[src/rtl/hpm_counters.sv]
// Programmable hardware performance-monitor counters with per-counter event masks and inhibit.
// Define HPM_OVF_IRQ_EN to build the sticky overflow status register (address 62) and irq_o.
module hpm_counters #(
  parameter int unsigned NUM_COUNTERS = 8,
  parameter int unsigned NUM_EVENTS   = 16,
  parameter int unsigned CNT_WIDTH    = 64
) (
  input  logic                  clk_i,
  input  logic                  rst_ni,
  input  logic                  debug_mode_i,
  input  logic [5:0]            addr_i,
  input  logic                  we_i,
  input  logic [63:0]           data_i,
  output logic [63:0]           data_o,
  input  logic [NUM_EVENTS-1:0] event_i,
  output logic                  irq_o
);

  localparam int unsigned INC_W = $clog2(NUM_EVENTS + 1);
  localparam int unsigned SUM_W = CNT_WIDTH + 1;
  localparam logic [5:0] ADDR_OVF     = 6'd62;
  localparam logic [5:0] ADDR_INHIBIT = 6'd63;
  localparam logic [5:0] ADDR_MASK0   = 6'd32;

  // Elaboration-time guard on the legal parameter ranges.
  if (NUM_COUNTERS < 1 || NUM_COUNTERS > 30) begin : g_bad_num_counters
    $error("hpm_counters: NUM_COUNTERS must be in 1..30");
  end
  if (NUM_EVENTS < 1 || NUM_EVENTS > 64) begin : g_bad_num_events
    $error("hpm_counters: NUM_EVENTS must be in 1..64");
  end
  if (CNT_WIDTH < 8 || CNT_WIDTH > 64) begin : g_bad_cnt_width
    $error("hpm_counters: CNT_WIDTH must be in 8..64");
  end

  logic [CNT_WIDTH-1:0]    cnt_q   [NUM_COUNTERS];
  logic [NUM_EVENTS-1:0]   mask_q  [NUM_COUNTERS];
  logic [NUM_COUNTERS-1:0] inhibit_q;

  logic [SUM_W-1:0]        sum     [NUM_COUNTERS];
  logic [NUM_COUNTERS-1:0] cnt_we;
  logic [NUM_COUNTERS-1:0] mask_we;
  logic [NUM_COUNTERS-1:0] count_en;
  logic [NUM_COUNTERS-1:0] carry;
  logic [NUM_COUNTERS-1:0] ovf_rd;
  logic                    inhibit_we;
  logic                    ovf_we;

  function automatic logic [INC_W-1:0] popcount(input logic [NUM_EVENTS-1:0] v);
    logic [INC_W-1:0] n;
    n = '0;
    for (int i = 0; i < NUM_EVENTS; i++) begin
      n = n + INC_W'(v[i]);
    end
    return n;
  endfunction

  // NOTE: every variable assigned in an always_comb gets a default first, so no path can infer a latch.
  always_comb begin
    inhibit_we = we_i && (addr_i == ADDR_INHIBIT);
    ovf_we     = we_i && (addr_i == ADDR_OVF);
    cnt_we     = '0;
    mask_we    = '0;
    count_en   = '0;
    carry      = '0;
    for (int k = 0; k < NUM_COUNTERS; k++) begin
      cnt_we[k]   = we_i && (addr_i == 6'(k));
      mask_we[k]  = we_i && (addr_i == ADDR_MASK0 + 6'(k));
      count_en[k] = !debug_mode_i && !inhibit_q[k];
      sum[k]      = {1'b0, cnt_q[k]} + SUM_W'(popcount(event_i & mask_q[k]));
      // A counter write discards the increment, so it can never raise an overflow.
      carry[k]    = count_en[k] && !cnt_we[k] && sum[k][CNT_WIDTH];
    end
  end

  // NOTE: the counter and mask arrays are architectural state with defined reset values,
  // so they are reset flops rather than an unreset RAM.
  always_ff @(posedge clk_i or negedge rst_ni) begin
    if (!rst_ni) begin
      for (int k = 0; k < NUM_COUNTERS; k++) begin
        cnt_q[k]  <= '0;
        mask_q[k] <= '0;
      end
      inhibit_q <= '0;
    end else begin
      // NOTE: sequential state uses non-blocking assignments so every flop samples pre-edge values.
      for (int k = 0; k < NUM_COUNTERS; k++) begin
        if (cnt_we[k]) begin
          cnt_q[k] <= data_i[CNT_WIDTH-1:0];
        end else if (count_en[k]) begin
          cnt_q[k] <= sum[k][CNT_WIDTH-1:0];
        end
        if (mask_we[k]) begin
          mask_q[k] <= data_i[NUM_EVENTS-1:0];
        end
      end
      if (inhibit_we) begin
        inhibit_q <= data_i[NUM_COUNTERS-1:0];
      end
    end
  end

`ifdef HPM_OVF_IRQ_EN
  logic [NUM_COUNTERS-1:0] ovf_q;
  logic [NUM_COUNTERS-1:0] ovf_d;
  logic                    irq_q;

  // A new carry overrides a simultaneous write-1-to-clear of the same bit.
  always_comb begin
    ovf_d = ovf_q;
    if (ovf_we) begin
      ovf_d = ovf_q & ~data_i[NUM_COUNTERS-1:0];
    end
    ovf_d = ovf_d | carry;
  end

  always_ff @(posedge clk_i or negedge rst_ni) begin
    if (!rst_ni) begin
      ovf_q <= '0;
      irq_q <= 1'b0;
    end else begin
      ovf_q <= ovf_d;
      irq_q <= |ovf_d;
    end
  end

  assign ovf_rd = ovf_q;
  assign irq_o  = irq_q;
`else
  logic unused_ovf;
  assign unused_ovf = ^{carry, ovf_we};
  assign ovf_rd     = '0;
  assign irq_o      = 1'b0;
`endif

  // Read port: zero-extended, combinational, shows pre-write state during a write cycle.
  always_comb begin
    data_o = '0;
    for (int k = 0; k < NUM_COUNTERS; k++) begin
      if (addr_i == 6'(k)) begin
        data_o = 64'(cnt_q[k]);
      end
      if (addr_i == ADDR_MASK0 + 6'(k)) begin
        data_o = 64'(mask_q[k]);
      end
    end
    if (addr_i == ADDR_OVF) begin
      data_o = 64'(ovf_rd);
    end
    if (addr_i == ADDR_INHIBIT) begin
      data_o = 64'(inhibit_q);
    end
  end

endmodule

[config.mk]
export PLATFORM = sky130hd
export DESIGN_NAME = hpm_counters
export DESIGN_NICKNAME = d
export VERILOG_FILES = /design/src/rtl/hpm_counters.sv
export SDC_FILE = /design/constraint.sdc
export NUM_CORES = 2
export LEC_CHECK = 0
export ABC_CLOCK_PERIOD_IN_PS = 7260
export BUFFER_PORTS_ARGS = -buffer_cell sky130_fd_sc_hd__buf_2
export CAP_MARGIN = 20
export CORE_UTILIZATION = 25
export DETAILED_ROUTE_END_ITERATION = 10
export MAX_ROUTING_LAYER = met4
export PLACE_DENSITY = 0.49
export SETUP_SLACK_MARGIN = 0.3
export SYNTH_ARGS = -nofsm -noshare
export SYNTH_HDL_FRONTEND = slang
export SYNTH_SLANG_ARGS = --single-unit
[constraint.sdc]
create_clock -name clk_i -period 7.26 [get_ports clk_i]
set_clock_uncertainty 0.2 [all_clocks]
set_input_delay 0.363 -clock clk_i [delete_from_list [all_inputs] [get_ports clk_i]]
set_output_delay 0.363 -clock clk_i [all_outputs]
set_load 0.02 [all_outputs]
# Yosys cells after proc, flatten, opt, wreduce, memory -nomap -nowiden
# Index checks and enable logic that the tools add are counted.
# totals
ff_bits,648
inputBits,90
output_inout_bits,65
wordCells,247
# op_classes
n_addsub,128
eq_ne,17
muxes,34
n_bitwise,8
n_reduce_logical,43
# op_table
cell,n
64-bit two-way mux,34
64-bit by 5-bit adder with 64-bit output,8
5-bit by 1-bit adder with 5-bit output,88
16-bit bitwise AND,8
"6-bit == test, second input constant",10
4-bit by 1-bit adder with 5-bit output,8
3-bit by 1-bit adder with 4-bit output,8
1-bit logical AND,25
2-bit by 1-bit adder with 3-bit output,8
"6-bit by 3-bit == test with 1-bit output, second input constant",4
1-bit by 1-bit adder with 2-bit output,8
2-bit nonzero test,8
"6-bit by 2-bit == test with 1-bit output, second input constant",2
1-bit zero test,9
"6-bit by 1-bit == test with 1-bit output, second input constant",1
6-bit zero test,1

# Depth between registers and ports, before layout
# logic_depth
word_depth,19
ltp_mapped,19
mapped_depth_nobuf,16

# Worst setup path after synthesis
# Ideal clock, no wire load.
# synth_path
path_kind,input to register
startpoint,input port event_i[10]
endpoint,register cnt_q[170] in the netlist's numbering
setup_time_ns,0.133
arrival_time_ns,5.312
required_time_ns,6.927
path_slack_ns,1.615
path_stages,19
path_buffers,3
path_cell_list,clkbuf_1 nand2_1 fa_1 inv_1 fa_1 inv_1 fa_1 inv_1 fa_1 fa_1 fa_1 a21o_1 a211oi_1 nand4bb_1 clkbuf_1 buf_2 nor3_1 xnor2_1 o21ai_0
# synth_via
elab_chain_len,10
# synth_rtl
element,line,text
start: declaration,15,"input logic [NUM_EVENTS-1:0] event_i,"
16-bit bitwise AND,70,"sum[k] = {1'b0, cnt_q[k]} + SUM_W'(popcount(event_i & mask_q[k]));"
5-bit by 1-bit adder with 5-bit output (6 in a row),53,n = n + INC_W'(v[i]);
64-bit by 5-bit adder with 64-bit output,70,
64-bit two-way mux,90,end else if (count_en[k]) begin
64-bit two-way mux,88,if (cnt_we[k]) begin
end signal: indexed assignment,89,cnt_q[k] <= data_i[CNT_WIDTH-1:0];
end signal: indexed assignment,91,cnt_q[k] <= sum[k][CNT_WIDTH-1:0];
end: declaration,36,logic [CNT_WIDTH-1:0] cnt_q [NUM_COUNTERS];
# No other way between the ends. The select of a mux whose other input is x is not followed.
# A chain may end at the register's enable or synchronous reset.

# Worst setup path after layout
# layout_path
startpoint,register mask_q[64] in the netlist's numbering
endpoint,register cnt_q[318] in the netlist's numbering
# layout_via
elab_chain_len,19
# layout_rtl
element,line,text
start: declaration,37,logic [NUM_EVENTS-1:0] mask_q [NUM_COUNTERS];
start signal: indexed assignment,94,mask_q[k] <= data_i[NUM_EVENTS-1:0];
16-bit bitwise AND,70,
1-bit by 1-bit adder with 2-bit output,53,
2-bit by 1-bit adder with 3-bit output,53,
3-bit by 1-bit adder with 4-bit output,53,
4-bit by 1-bit adder with 5-bit output,53,
5-bit by 1-bit adder with 5-bit output (11 in a row),53,
64-bit by 5-bit adder with 64-bit output,70,
64-bit two-way mux,90,
64-bit two-way mux,88,
# No other way between the ends. The select of a mux whose other input is x is not followed.

==> metrics.csv <==
stage,metric,value,unit
outcome,status,completed,
yosys,post-synthesis sequential area ratio,38.0,%
place,gpl congestion,0.948,
die,die area,0.173,sq mm
routing,Initial DRC Count,4133,
yosys,"area leader, netlist",dfrtp_1,
setup_path,CP endpoint kind,flip-flop,
sta,relative slew slack,20.2,%
finish,final non-filler cell total,7202,
setup_path,Crit Path Max Fanout,13,
routing,drc violations,0,
pwr,Power Dens Cells,261,mW/mm^2
cts,Skew-Pair Late Insertion Delay,0.69,ns
place,post-DP HPWL,135000,microns
job,max cap viols,0,
finish,Syn-to-layout area delta,14.3,%
place,area post-placement,0.0458,sq mm
yosys,Yosys Warn Count,0,
cts,CTS Hold Buffers Added,50,
die,Die Span X,415,microns
sta,setup TNS,0,ns
yosys,leading post-synthesis cells by cell area,"dfrtp_1 (38%), xnor2_1 (6.1%), nor2_1 (4.5%)",
cts,CTS tree,yes,
yosys,post-synthesis cell area,0.0427,sq mm
routing,number of routed nets with antenna violations,0,
yosys,Post-synth EDFFs,0,
global_route,vias in the first global route,36900,
setup_path,Worst setup SP type,flip-flop,
finish,"Design Area, Final",0.0488,sq mm
setup_path,"Req. time, crit path",7.56,ns
finish,# fillers,18100,
global_route,first-pass GRT wire length,264000,microns
cts,root buffer cell,clkbuf_16,
routing,Via density,5.34,
cts,Worst-path clk slew,0.07,ns
cts,H-tree levels,3,
routing,WL/cell,25.2,microns
sta,Final Hold Violating Endpoints,0,
yosys,Synth Flop Type,dfrtp_1,
hold_path,HP Class,primary input to async pin,
routing,drt pass-1 iters,8,
yosys,Synth Register Bits,648,
yosys,Syn Area/Cell,8.75,sq um
place,buffers added on ports,153,
sta,final worst-path cycle share,82.2,%
setup_path,Critical Path AT,6.27,ns
sta,Worst Slack Setup Final,1.29,ns
finish,utilization after layout,28.8,%
setup_path,Setup Crit Path Kind,flip-flop to flip-flop,
global_route,GRT Util Overall,21.3,%
sta,"Slew Viols, Final",0,
pwr,P_leak,0.0196,uW
die,chip height,415,microns
pwr,maximum VDD drop,0.152,mV
global_route,initial antenna violation count,9,
finish,Final nets,5172,
global_route,pin count of the biggest net entering global routing,137,
cts,clk sinks,648,
die,Initial Util,25.2,%
routing,WL final,182000,microns
cts,Resized cells post-CTS,0,
yosys,post-synthesis cell type count,81,
yosys,"Async S/R FF share, synth",100,%
sta,Final Critical Period,5.97,ns
yosys,area share of the largest cell type after synthesis,38.0,%
sta,setup violators final,0,
die,row count,151,
global_route,"Remaining Overflow, GRT",0,
cts,Post CTS Setup Buffer Count,0,
place,dpl cells,7011,
sta,Worst-Margin Slew,1.19,ns
sta,fmax,168,MHz
yosys,cell count after synthesis,4879,
setup_path,Worst R2R Setup Slack,1.29,ns
cts,CTS Buffer Depth,3,
die,I/O pins,155,
cts,TritonCTS Buffers,76,
routing,vias,38400,
sta,RSZ-0062 raised after global routing,no,
yosys,Mapped Nets,5129,
finish,layout cells sized above 1,11.3,%
die,core area,0.169,sq mm
place,"worst slack, placed",1.24,ns
[worst max-delay path, stage by stage (launching register included)]
cell and delay (ns):
dfrtp_1 0.38, and2_1 0.18, fa_1 0.50, inv_1 0.06
fa_1 0.51, fa_1 0.59, inv_1 0.07, fa_1 0.50
fa_1 0.50, fa_1 0.45, a211o_1 0.34, a21oi_1 0.70
nor4_2 0.12, buf_4 0.24, and4_1 0.20, xnor2_1 0.14
a21oi_1 0.08
[final cells by class]
type | count | area [sq um] | area share (%)
multi-input combinational | 3721 | 24700 | 50.5
sequential | 648 | 16200 | 33.2
tap | 2218 | 2780 | 5.68
clock buffer | 110 | 2190 | 4.49
timing repair buffer | 279 | 1880 | 3.86
inverter | 196 | 736 | 1.51
clock inverter | 26 | 335 | 0.687
antenna | 4 | 10.0 | 0.0205
[layer usage]
metal / global-route usage (%) / wire, microns / vias up
met5: - / 0 / -
met4: 7.60 / 7070 / 0
met3: 2.68 / 11600 / 299
met2: 33.2 / 84200 / 1552
met1: 28.3 / 78900 / 19300
li1: - / - / 17300
[flip-flops by register name, summed over array words and instances, names as in the netlist]
signal	flops
mask_q	128
inhibit_q	8
cnt_q	512
[placed cells by master, fill, tap and decap left out, types with 131 or more instances in the layout]
master   instances
nand2_1        482
dfrtp_1        648
nand3_1        226
a21oi_1        349
xor2_1         168
inv_1          196
nor2_1         506
xnor2_1        299
o21ai_0        264
buf_2          152
a22oi_1        131
[cells in the mapped netlist (all sizes together) (15+ instances only)]
cell    count
mux2      129
ha         64
or3        27
a31oi      30
and2      113
clkbuf    284
a21o       17
buf        30
dfrtp     648
a22oi     131
nand3b     16
nand3     230
mux4       18
and3       68
inv       196
o21ai     266
a22o       60
mux2i      25
a211oi     27
a221oi     15
a21oi     350
xnor2     299
nor3      118
o22ai      17
fa         96
nand2     487
nand4     129
nor4       90
xor2      168
and4       45
nor2      514
[cells by family (layout without fill, tap and decap cells)]
kind of cell	Yosys count	after routing	share of synthesized area, %
simple gates	1919	1919	22.2
compound gates	1002	1002	14.3
flops	648	648	38.0
buf+inv	510	611	4.68
xor+xnor	467	467	9.58
mux	172	172	4.94
fa+ha+maj	160	160	6.37
other cells	1	5	0.00878
[power breakdown]
part           internal [uW]  total (uW)  leakage (uW)  switching (uW)
registers               4320        5420       0.00833            1100
clock network           2290        4030       0.00124            1750
logic                   1440        3280        0.0101            1840
[per-stage QoR]
| stage | total power [uW] | hold slack, ns |
|---|---|---|
| 2_1_floorplan | 7300 | -0.133 |
| 3_3_place_gp | 8600 | 0.179 |
| 3_5_place_dp | 8670 | 0.177 |
| 4_1_cts | 12800 | 0.0290 |
| 5_1_grt | 13400 | 0.0137 |
| 6_report | 12700 | 0.0450 |
[path summary, 6_finish.rpt]
check,to,startpoint,cells past startpoint
worst max register to register,cnt_q[318],mask_q[64],16
max in group asynchronous,cnt_q[149],rst_ni,4
worst max-delay path,cnt_q[318],mask_q[64],16
worst min register to register,mask_q[82],mask_q[82],2
worst min-delay path,cnt_q[126],rst_ni,2
min in group clk_i,cnt_q[450],data_i[2],4
(Power assumes the default switching activity.)
